--- config.mk ---
export PLATFORM = sky130hd
export DESIGN_NAME = cache_line_mover
export DESIGN_NICKNAME = d
export VERILOG_FILES = /design/src/rtl/cache_line_mover.sv
export SDC_FILE = /design/constraint.sdc
export NUM_CORES = 1
export LEC_CHECK = 0
export CORE_AREA = 2 2 303 305
export CTS_CLUSTER_SIZE = 8
export DETAILED_ROUTE_END_ITERATION = 8
export DIE_AREA = 0 0 305 307
export HOLD_SLACK_MARGIN = 0.08
export MAX_ROUTING_LAYER = met4
export PLACE_DENSITY = 0.5
export SETUP_SLACK_MARGIN = 0.5
export SLEW_MARGIN = 10
export SYNTH_ARGS = -nofsm -noshare
export SYNTH_HDL_FRONTEND = slang
export SYNTH_SLANG_ARGS = --single-unit
--- constraint.sdc ---
create_clock -name clk -period 2.14 [get_ports clk]
set_clock_uncertainty 0.2 [all_clocks]
set_input_delay 0.321 -clock clk [delete_from_list [all_inputs] [get_ports clk]]
set_output_delay 0.321 -clock clk [all_outputs]
set_load 0.1 [all_outputs]
--- src/rtl/cache_line_mover.sv ---
// Cache miss sequencer. A dirty victim is read from the data array and written back to the bus.
// The missing line is then fetched beat by beat and installed, valid and clean, into the victim way.
module cache_line_mover #(
  parameter int  NUMWAYS = 4,
  parameter int  SETLEN  = 9,
  parameter int  TAGLEN  = 20,
  parameter int  LINELEN = 256,
  parameter int  BEATLEN = 64,
  localparam int BEATS   = LINELEN / BEATLEN,
  localparam int BEAT_W  = $clog2(BEATS)
) (
  input  logic                     clk,
  input  logic                     reset_n,
  input  logic                     MissReq_i,
  input  logic [SETLEN-1:0]        MissSet_i,
  input  logic [TAGLEN-1:0]        MissTag_i,
  input  logic [NUMWAYS-1:0]       VictimWay_i,
  input  logic                     VictimDirty_i,
  input  logic [TAGLEN-1:0]        VictimTag_i,
  output logic                     MissAck_o,
  output logic                     LineReadEn_o,
  input  logic [LINELEN-1:0]       LineRdData_i,
  output logic                     BusReq_o,
  output logic                     BusWrite_o,
  output logic [TAGLEN+SETLEN-1:0] BusAdr_o,
  output logic [BEAT_W-1:0]        BusBeat_o,
  output logic [BEATLEN-1:0]       BusWData_o,
  input  logic [BEATLEN-1:0]       BusRData_i,
  input  logic                     BusReady_i,
  output logic                     LineWriteEn_o,
  output logic [NUMWAYS-1:0]       LineWay_o,
  output logic [SETLEN-1:0]        LineSet_o,
  output logic [LINELEN-1:0]       LineWrData_o,
  output logic [TAGLEN-1:0]        LineTag_o,
  output logic                     SetValid_o,
  output logic                     ClearDirty_o,
  output logic                     FillDone_o
);

  // Bus handshake: BusReq_o is the valid and BusReady_i is the ready signal. A beat transfers on any cycle
  // where both are high. While BusReq_o is high and BusReady_i is low, every bus output holds its value.
  typedef enum logic [2:0] {
    S_IDLE, S_RDVICT, S_CAPT, S_WB, S_GAP, S_FETCH, S_INST
  } state_e;

  state_e                          state_q, state_d;
  logic [BEAT_W-1:0]               cnt_q, cnt_d;
  logic [BEATS-1:0][BEATLEN-1:0]   buf_q, buf_d;
  logic [SETLEN-1:0]               set_q, set_d;
  logic [TAGLEN-1:0]               tag_q, tag_d;
  logic [TAGLEN-1:0]               vtag_q, vtag_d;
  logic [NUMWAYS-1:0]              way_q, way_d;
  logic                            last_beat;

  assign last_beat = (cnt_q == BEAT_W'(BEATS - 1));

  always_comb begin
    state_d = state_q;
    cnt_d   = cnt_q;
    buf_d   = buf_q;
    set_d   = set_q;
    tag_d   = tag_q;
    vtag_d  = vtag_q;
    way_d   = way_q;
    unique case (state_q)
      S_IDLE: begin
        if (MissReq_i) begin
          set_d   = MissSet_i;
          tag_d   = MissTag_i;
          vtag_d  = VictimTag_i;
          way_d   = VictimWay_i;
          state_d = VictimDirty_i ? S_RDVICT : S_FETCH;
        end
      end
      S_RDVICT: state_d = S_CAPT;
      S_CAPT: begin
        buf_d   = LineRdData_i;
        state_d = S_WB;
      end
      S_WB: begin
        if (BusReady_i) begin
          cnt_d = cnt_q + 1'b1;
          if (last_beat) state_d = S_GAP;
        end
      end
      S_GAP: state_d = S_FETCH;
      S_FETCH: begin
        if (BusReady_i) begin
          buf_d[cnt_q] = BusRData_i;
          cnt_d        = cnt_q + 1'b1;
          if (last_beat) state_d = S_INST;
        end
      end
      S_INST:  state_d = S_IDLE;
      default: state_d = S_IDLE;
    endcase
  end

  always_ff @(posedge clk) begin
    if (!reset_n) begin
      state_q <= S_IDLE;
      cnt_q   <= '0;
      buf_q   <= '0;
      set_q   <= '0;
      tag_q   <= '0;
      vtag_q  <= '0;
      way_q   <= '0;
    end else begin
      state_q <= state_d;
      cnt_q   <= cnt_d;
      buf_q   <= buf_d;
      set_q   <= set_d;
      tag_q   <= tag_d;
      vtag_q  <= vtag_d;
      way_q   <= way_d;
    end
  end

  // Every output except MissAck_o is decoded from registered state, so BusReady_i never reaches an output combinationally.
  assign MissAck_o     = (state_q == S_IDLE) && MissReq_i;
  assign LineReadEn_o  = (state_q == S_RDVICT);
  assign BusReq_o      = (state_q == S_WB) || (state_q == S_FETCH);
  assign BusWrite_o    = (state_q == S_WB);
  assign BusAdr_o      = (state_q == S_WB) ? {vtag_q, set_q} : {tag_q, set_q};
  assign BusBeat_o     = cnt_q;
  assign BusWData_o    = buf_q[cnt_q];
  assign LineWriteEn_o = (state_q == S_INST);
  assign SetValid_o    = (state_q == S_INST);
  assign ClearDirty_o  = (state_q == S_INST);
  assign FillDone_o    = (state_q == S_INST);
  assign LineWay_o     = way_q;
  assign LineSet_o     = set_q;
  assign LineTag_o     = tag_q;
  assign LineWrData_o  = buf_q;

endmodule

* Yosys cells after proc, flatten, opt, wreduce, memory -nomap -nowiden
Index checks and enable logic that the tools add are counted.
** Word-level totals
- Logic and storage cells :: 50
- Bits in registers :: 314
- Bits of input ports :: 378
** Cells by class
- Add/sub/neg operators :: 1
- Eq/ne operators :: 12
- Order comparisons :: 2
- Mux-type cells :: 15
- Reductions and logical operators :: 10
** Operators by type and width (count)
- one-hot mux 256 bit (2 select lines) :: 1
- bitwise mux 256 bit :: 1
- two-way mux 256 bit :: 1
- binary-select mux 64 bit (select 2 bit) :: 1
- demux 64 bit (select 2 bit) :: 1
- two-way mux 64 bit :: 2
- two-way mux 29 bit :: 1
- two-way mux 3 bit :: 6
- one-hot mux 3 bit (6 select lines) :: 1
- == test 3 bit (second input constant) :: 3
- == test 3 x 2 -> 1 bit (second input constant) :: 2
- inequality test 2 bit (second input constant) :: 3
- AND reduction 2 bit :: 3
- AND reduction 5 bit :: 1
- inequality test 2 x 1 -> 1 bit (second input constant) :: 2
- == test 3 x 1 -> 1 bit (second input constant) :: 1
- logical NOT 3 bit :: 1
- less-than comparator 2 x 3 -> 1 bit (second input constant) :: 1
- adder 2 x 1 -> 2 bit (second input constant) :: 1
- == test 2 bit (second input constant) :: 1
- >= comparator 2 x 1 -> 1 bit (second input constant) :: 1
- logical AND 1 bit :: 2
- nonzero test 2 bit :: 1
- OR reduction 2 bit :: 1
- logical OR 1 bit :: 1

* Longest topological paths before layout
Gate-level depths: netlist of run 1.
- Word-level depth :: 7
- Gate-level depth with buffers :: 8

* Least setup slack after synthesis of run 1
Ideal clock, no wire load.
- Path kind :: register to output
- Start point :: reg state_q[0]
- End point :: out LineReadEn_o
- Stages on the path, launching flop included :: 3
- Setup slack :: -1089 ps
- Data arrival time :: 2708 ps
- Data required time :: 1619 ps
- Cell sequence :: dfxtp_1 -> buf_4 -> nor3b_1
** Between the ends
- Cells in the longest elaborated chain, start to end :: 1
** Ends and longest elaborated chain
- from (decl) :: RTL line 46 : state_e state_q, state_d;
- from (signal assigned) :: RTL line 109 : state_q <= state_d;
- == test 3 x 1 -> 1 bit :: RTL line 121 : assign LineReadEn_o = (state_q == S_RDVICT);
- to (decl) :: RTL line 21 : output logic LineReadEn_o,
Every way passes these cells.

* Worst setup path in the final report of run 1
- Start point :: reg cnt_q[1] (netlist: BusBeat_o[1])
- End point :: out BusWData_o[47]
** Between the ends
- Cells in the longest elaborated chain, start to end :: 2
** Ends and longest elaborated chain
- from (decl) :: RTL line 47 : logic [BEAT_W-1:0] cnt_q, cnt_d;
- from (signal assigned) :: RTL line 110 : cnt_q <= cnt_d;
- binary-select mux 64 bit (select 2 bit) :: RTL line 126 : assign BusWData_o = buf_q[cnt_q];
- two-way mux 64 bit (implied by the code) :: RTL line 126
- to (decl) :: RTL line 27 : output logic [BEATLEN-1:0] BusWData_o,
Every way passes these cells. The select of a mux whose other input is x is not followed.

==> results of run 1 <==
==> per-stage QoR <==
step	total power (W)	hold slack, ns	std cells	area, µm²
global route	0.0278	0.102	3995	33900
CTS	0.0263	0.0808	3928	31600
finish	0.0270	0.104	3995	33900
detailed placement	0.0183	0.254	3771	27400
global placement	0.0183	0.247	3771	27400
floorplan	0.0145	0.237	1944	17300
==> repair_timing <==
item,CTS,global route
hold endpoints to repair,10,0
hold buffers,10,0
gates cloned,34,28
pin swaps,49,37
buffers inserted,55,28
endpoints found under the setup margin,704,705
gates resized for setup,259,273
==> worst max-delay path: stages, from the launching register on <==
cell and delay [ns]:
dfxtp_4 0.38, buf_12 0.11, buf_16 0.15, buf_12 0.13, mux4_2 0.54, buf_12 0.19
==> registers in the layout, indices dropped and copies added, names as in the netlist <==
name and count:
LineSet_o 9, LineWrData_o 256, LineTag_o 20, state_q 3
vtag_q 20, LineWay_o 4, BusBeat_o 2
==> per-layer routing <==
metal	wire length [µm]	global-route usage, %	up-vias
li1	-	-	9211
met1	50200	29.6	10929
met2	56600	37.0	1045
met3	7920	3.99	191
met4	3500	6.07	0
met5	0	-	-
==> worst paths after layout <==
kind                                                 from                            end  slack (ns)  cells after the start
worst max-delay path            BusBeat_o[1]$_SDFFE_PN0P_                 BusWData_o[47]       -0.49                      5
worst min-delay path                      VictimTag_i[15]        vtag_q[15]$_SDFFE_PN0P_        0.10                      3
worst max register to register  BusBeat_o[1]$_SDFFE_PN0P_  LineWrData_o[37]$_SDFFE_PN0P_       -0.36                     13
worst min register to register  LineWay_o[0]$_SDFFE_PN0P_      LineWay_o[0]$_SDFFE_PN0P_        0.27                      2
==> power by group <==
| group | internal [W] | switching, W |
|---|---|---|
| combinational | 0.00423 | 0.00858 |
| sequential | 0.00649 | 0.000728 |
| clock | 0.00409 | 0.00291 |
| total | 0.0148 | 0.0122 |
==> area by class of cell <==
| type | count | area (µm²) |
|---|---|---|
| fillers | 9104 | 56800 |
| multi-input cells | 1348 | 11600 |
| repair buffers | 1073 | 13100 |
| well taps | 1186 | 1480 |
| flip-flops and latches | 314 | 6430 |
| diodes | 11 | 27.5 |
| clock inverters | 2 | 10.0 |
| clock buffers | 56 | 1270 |
| inverters | 5 | 36.3 |
==> Yosys cell counts, drive strengths merged (2+ instances only) <==
library cell,number
ha,4
mux4,64
nand3b,2
nand3,257
a211oi,256
nor2b,2
dfxtp,314
and3,2
nor3b,3
nand2,427
inv,4
buf,175
a21o,4
a21oi,57
nor3,2
a311oi,256
clkbuf,102
o21ai,3
nor2,2
==> cell families (layout without fill, tap and decap cells) <==
logic type / count (synthesis) / after routing / synth area share [%]
buffers and inverters: 282 / 1136 / 8.57
xor gates and xnor gates: 1 / 1 / 0.0523
other: 0 / 11 / 0
muxes: 64 / 64 / 8.60
DFF: 314 / 314 / 37.5
and+or+nand+nor: 702 / 702 / 18.1
AOI/OAI and AO/OA: 577 / 577 / 26.9
adders and majority gates: 4 / 4 / 0.299
==> results by stage, run 1 <==
Outcome:
- The flow ran to the end, but the final reports show violations.
- The checks that failed: negative setup slack.

STA:
- The part of the cycle the worst path needs is 123%.
- Derived from the worst setup path, the maximum achievable clock frequency is 380 MHz.
- The setup total negative slack is -88.85 ns.
- The slew at the pin closest to its max-slew limit is 0.462 ns.
- The worst pin sits at a relative slew slack of 69.2%.
- The setup-violating endpoint count in the final report is 347.
- Setup repair after global routing could not meet its margin everywhere.
- The worst setup slack after layout is -0.492 ns.
- The number of hold-slack violations in the final timing report is 0.
- The total count of max-transition violations in the final report came to 0.
- The shortest period the worst path allows is 2.63 ns.

Die:
- The die boundary width is 305 µm.
- The number of top-level design ports is 770.
- Once the floorplan was initialized, standard cells occupied 18.5% of the core.
- The floorplan die area is 93600 µm².
- The placeable core area is 90700 µm².
- The die outline height is 307 µm.
- The standard-cell row count is 111.

Synthesis:
- The synthesized netlist contains 33 unique library cells.
- Sequential elements use 37.5% of the synthesized area.
- In this run, synthesis produced a sequential element count of 314.
- The biggest area contributor in the post-synthesis netlist is dfxtp_1.
- The area fraction of the dominant cell type after synthesis is 37.5%.
- The average cell area after synthesis is 8.62 µm².
- The most used flip-flop cell after synthesis is dfxtp_1.
- The async set-reset flop share out of synthesis is 0%.
- Yosys attributes the largest share of cell area to dfxtp_1 (38%), a311oi_1 (13%), a211oi_1 (11%).
- The Yosys step of the flow raised 0 warnings.
- The post-synthesis net count is 2326.
- The total standard cell area after synthesis is 16800 µm².
- Synthesis handed over a netlist of 1944 instances.
- The synthesized design contains 0 enable-type register cells.

Placed design:
- The setup slack after placement is -0.213 ns.
- Once detailed placement completed, the half-perimeter wirelength came to 71500 µm.
- The congestion estimate from routability-driven global placement came to 0.877.
- During placement, the flow inserted port buffers numbering 769.

Critical path:
- At the worst endpoint, the required time is 1.62 ns.
- The endpoint type of the worst setup path is an output pin.
- The worst setup path is launched from a flop.
- The critical setup path kind is flop to output pin.
- The data arrival time of the critical path is 2.11 ns.
- The biggest fanout along the worst timing path is 7.

Power:
- Dividing total power by cell area gives a power density of 797 nW/µm².
- The worst-case IR drop observed on VDD is 0.534 mV.
- For this design the static power due to leakage is 12.4 nW.

Clock network:
- The maximum level of the CTS H-tree is 2.
- The number of clock buffers inserted by TritonCTS is 46.
- TritonCTS built the clock tree.
- After clock tree synthesis, the clock-pin slew on the worst setup and hold paths is 0.05 ns.
- The maximum count of clock buffers along a single path is 3.
- The clock reaches the later pin of the worst-skew pair after 0.57 ns.
- The number of sinks driven by the clock tree is 314.
- The CTS root buffer is clkbuf_16.

Routing:
- The initial DRC count is 1453.
- The remaining number of nets flagged by the antenna check after routing is 0.
- The routed length per placed instance is 29.6 µm.
- The number of DRC violations after detailed routing is 0.
- The total wire length is 118000 µm.
- Before antenna repair, the detailed router went through 5 iterations.
- Dividing the detail-routed via count by the number of cells gives 5.35.
- Across all layers, the routed design uses 21.4k vias.

Finish:
- The share of cells above drive strength 1 is 46.1%.
- In the layout the commonest cells are clkdlybuf4s50_1 (377), nand2_1 (371), buf_4 (363), nand3_1 (252), a311oi_2 (239).
- From synthesis to final layout, the design area changed by 102%.
- Measured on the finished design, the core utilization comes to 37.4%.
- Leaving out fill and tap cells, the most frequent cell in the layout is clkdlybuf4s50_1.
- The net count reported at finish is 3170.

Global routing:
- The first global-routing pass estimated 155000 µm of wire.
- The number of global-route vias before repair was 20.6k.
- The initial antenna violation count is 10.
- Entering global routing, the biggest net connects 67 pins.
- The global routing usage summed across all routing layers is 22.9%.
- The remaining global-route overflow is 0.

Job:
- The reported max-cap violation count is 0.

Hold path:
- The path class of the tightest hold or removal check is primary input to flop.
(Power assumes the default switching activity.)
==> run 2, diff against run 1 <==
Settings changed: REMOVE_ABC_BUFFERS set to 1.
==> results by stage, run 2 (synthesis gave the netlist of run 1 again) <==
Clock network:
- The number of sinks driven by the clock tree is 314.
- The longest clock path from root to sink contains 3 buffers.
- The CTS root buffer is clkbuf_16.
- In this run the number of H-tree levels came out at 2.
- Clock-pin slew was measured on the worst setup and hold paths at 0.05 ns.
- TritonCTS built the clock tree.
- The number of clock buffers inserted by TritonCTS is 46.
- The clock latency on the worst-skew pair is 0.57 ns.

Global routing:
- The number of global-route vias before repair is 21.1k.
- The initial antenna violation count was 8.
- The pin count of the biggest net entering global routing is 67.
- Summed over all layers, the global routing overflow is 0.
- The global-route wire length before repair is 157000 µm.
- In the global route stage, overall resource usage came out at 23.2%.

STA:
- The shortest period the worst path allows is 2.59 ns.
- The number of hold-slack violations in the final timing report is 0.
- The worst path uses 121% of the clock period.
- Based on the critical path, the design can be clocked at up to 387 MHz.
- Setup violations remaining at the end of the flow were counted as 370.
- In the post-route analysis, the smallest setup slack over all paths is -0.446 ns.
- The total count of max-transition violations in the final report is 0.
- The slew at the pin closest to its max-slew limit is 0.470 ns.
- Setup repair after global routing could not meet its margin everywhere.
- The max-slew headroom at the worst pin is 68.6%.
- The setup total negative slack is -79.37 ns.

Routing:
- The routed via count is 21.3k.
- The detail route stage leaves a number of antenna-violating nets equal to 0.
- The number of iterations in the first detailed-routing pass is 5.
- The number of DRC violations after detailed routing is 0.
- For this block, the routed nets add up to 117000 µm of wire.
- The routed length per placed instance is 29.0 µm.
- The first routing iteration left 1320 violations.
- Using the TritonRoute via totals, the vias-per-cell ratio works out to 5.27.

Finish:
- Leaving out fill and tap cells, the most frequent cells in the layout are buf_4 (385), clkdlybuf4s50_1 (377), nand2_1 (349), dfxtp_1 (308), nand3_1 (257).
- The share of cells above drive strength 1 is 43.3%.
- The layout-stage area growth over the synthesis result is 105%.
- The leading cell type in the layout, fill and taps excluded is buf_4.
- Summing all flip-flop and latch instances after layout gives 6310 µm².
- The count of fill cells added during filler insertion is 8968.
- The flip-flop count of the largest register after layout is 256.
- At the end of the flow, the number of nets in the layout was 3228.
- Summing all multi-input logic gate instances after layout gives 11400 µm².

Power:
- The post-route total power is 0.0277 W.
- The clock network fraction of design power is 25.4%.
- The internal power of the cells totals 0.0153 W.
- The sequential power share is 26.1%.
- The areal power density over the cells is 806 nW/µm².
- Per report_power, the combinational group accounts for 48.6% of the total.
- The net switching fraction of the power is 44.6%.
- In this run the power spent charging and discharging nets is 0.0124 W.
- In this run the static leakage power is 12.8 nW.
- Across the VDD grid, the largest voltage drop is 0.561 mV.

Hold path:
- The number of cells traversed by the worst hold path is 3.
- In this run the worst hold path is classified as primary input to flop.
- The endpoint with the worst hold slack is LineWay_o[0]$_SDFFE_PN0P_.
- The worst hold path begins at VictimWay_i[0].

Critical path:
- The endpoint type of the worst setup path is an output pin.
- Across all register-to-register paths, the minimum setup slack is -0.27 ns.
- The kind of start point of the critical path is a flop.
- The number of cell instances on the worst register-to-register path is 14.
- The reg-to-reg critical path endpoint is LineWrData_o[25]$_SDFFE_PN0P_.
- The setup path with the least slack is of type flop to output pin.
- For the worst setup path, the data required time is 1.62 ns.
- Of all nets on the critical path, the largest fanout is 24.
- The launching point of the worst reg2reg path is state_q[2]$_SDFFE_PN0P_.
- Data on the critical path arrives at its endpoint at 2.07 ns.

Die:
- The die outline height is 307 µm.
- The floorplan die area is 93600 µm².
- The standard-cell row count is 111.
- The die is 305 µm wide.
- The initial utilization of the core area, before any placement, comes to 18.5%.
- The total area inside the core boundary comes to 90700 µm².
- 770 I/O pins were placed.

Placed design:
- Input and output buffers added on the ports amount to 769.
- The final weighted congestion of routability-driven global placement is 0.844.
- Detailed placement ended at an HPWL of 71800 µm.

Outcome:
- The final reports fail on negative setup slack.
- The run finished, with violations left.

Job:
- The tool flagged a number of max-cap violations equal to 0.
## run 2: final cells by class
type	count	area share, %
antenna	6	0.0437
clock buffer	53	3.64
clock inverter	3	0.117
inverter	5	0.0910
multi-input combinational	1348	33.1
sequential	314	18.4
tap	1186	4.32
timing repair buffer	1131	40.3
## run 2: power groups by stage
stage	combinational [W]	clock (W)	sequential [W]
floorplan	0.00324	0	0.0110
detailed placement	0.0110	0	0.00724
finish	0.0135	0.00703	0.00722
global placement	0.0110	0	0.00725
CTS	0.0128	0.00719	0.00716
global route	0.0138	0.00740	0.00726
## run 2: repair_timing
item,in CTS,in global routing
setup buffers,88,29
pin swaps,121,215
cloned,52,14
gates resized for setup,397,268
hold buffers,25,0
hold endpoints to repair,25,0
setup endpoints to repair,705,706
## run 2: stage by stage
step / hold slack, ns / area, µm² / instances / utilization (%) / setup WS (ns)
after detailed placement: 0.251 / 26900 / 3776 / 29.6 / -0.240
after floorplan: 0.237 / 15300 / 1667 / - / -5.62
after global placement: 0.247 / 26900 / 3776 / 29.6 / -0.207
after global routing: 0.0937 / 34400 / 4046 / 37.9 / -0.531
after CTS: 0.0802 / 32400 / 3997 / 35.8 / -0.513
final: 0.117 / 34400 / 4046 / 37.9 / -0.446
## run 2: per-layer routing
metal  GRT usage (%)  up-vias  wire (µm)
met4            7.89        0       4890
met5               -        -          0
li1                -     9307          -
met1            27.4    10793      46600
met2            39.6     1012      58400
met3            4.39      213       7310
## run 2: worst max path at each step
stage | from | end | cells past startpoint
6_report | BusBeat_o[1]$_SDFFE_PN0P_ | BusWData_o[44] | 3
5_1_grt | BusBeat_o[1]$_SDFFE_PN0P_ | BusWData_o[35] | 3
4_1_cts | BusBeat_o[1]$_SDFFE_PN0P_ | BusWData_o[41] | 3
3_5_place_dp | MissReq_i | LineTag_o[1]$_SDFFE_PN0P_ | 6
3_3_place_gp | MissReq_i | vtag_q[5]$_SDFFE_PN0P_ | 6
2_1_floorplan | BusBeat_o[1]$_SDFFE_PN0P_ | LineWrData_o[192]$_SDFFE_PN0P_ | 4
## run 2: critical path: stages (launching register included)
cell     delay (ns)
dfxtp_4        0.44
buf_16         0.22
mux4_2         0.58
buf_12         0.19
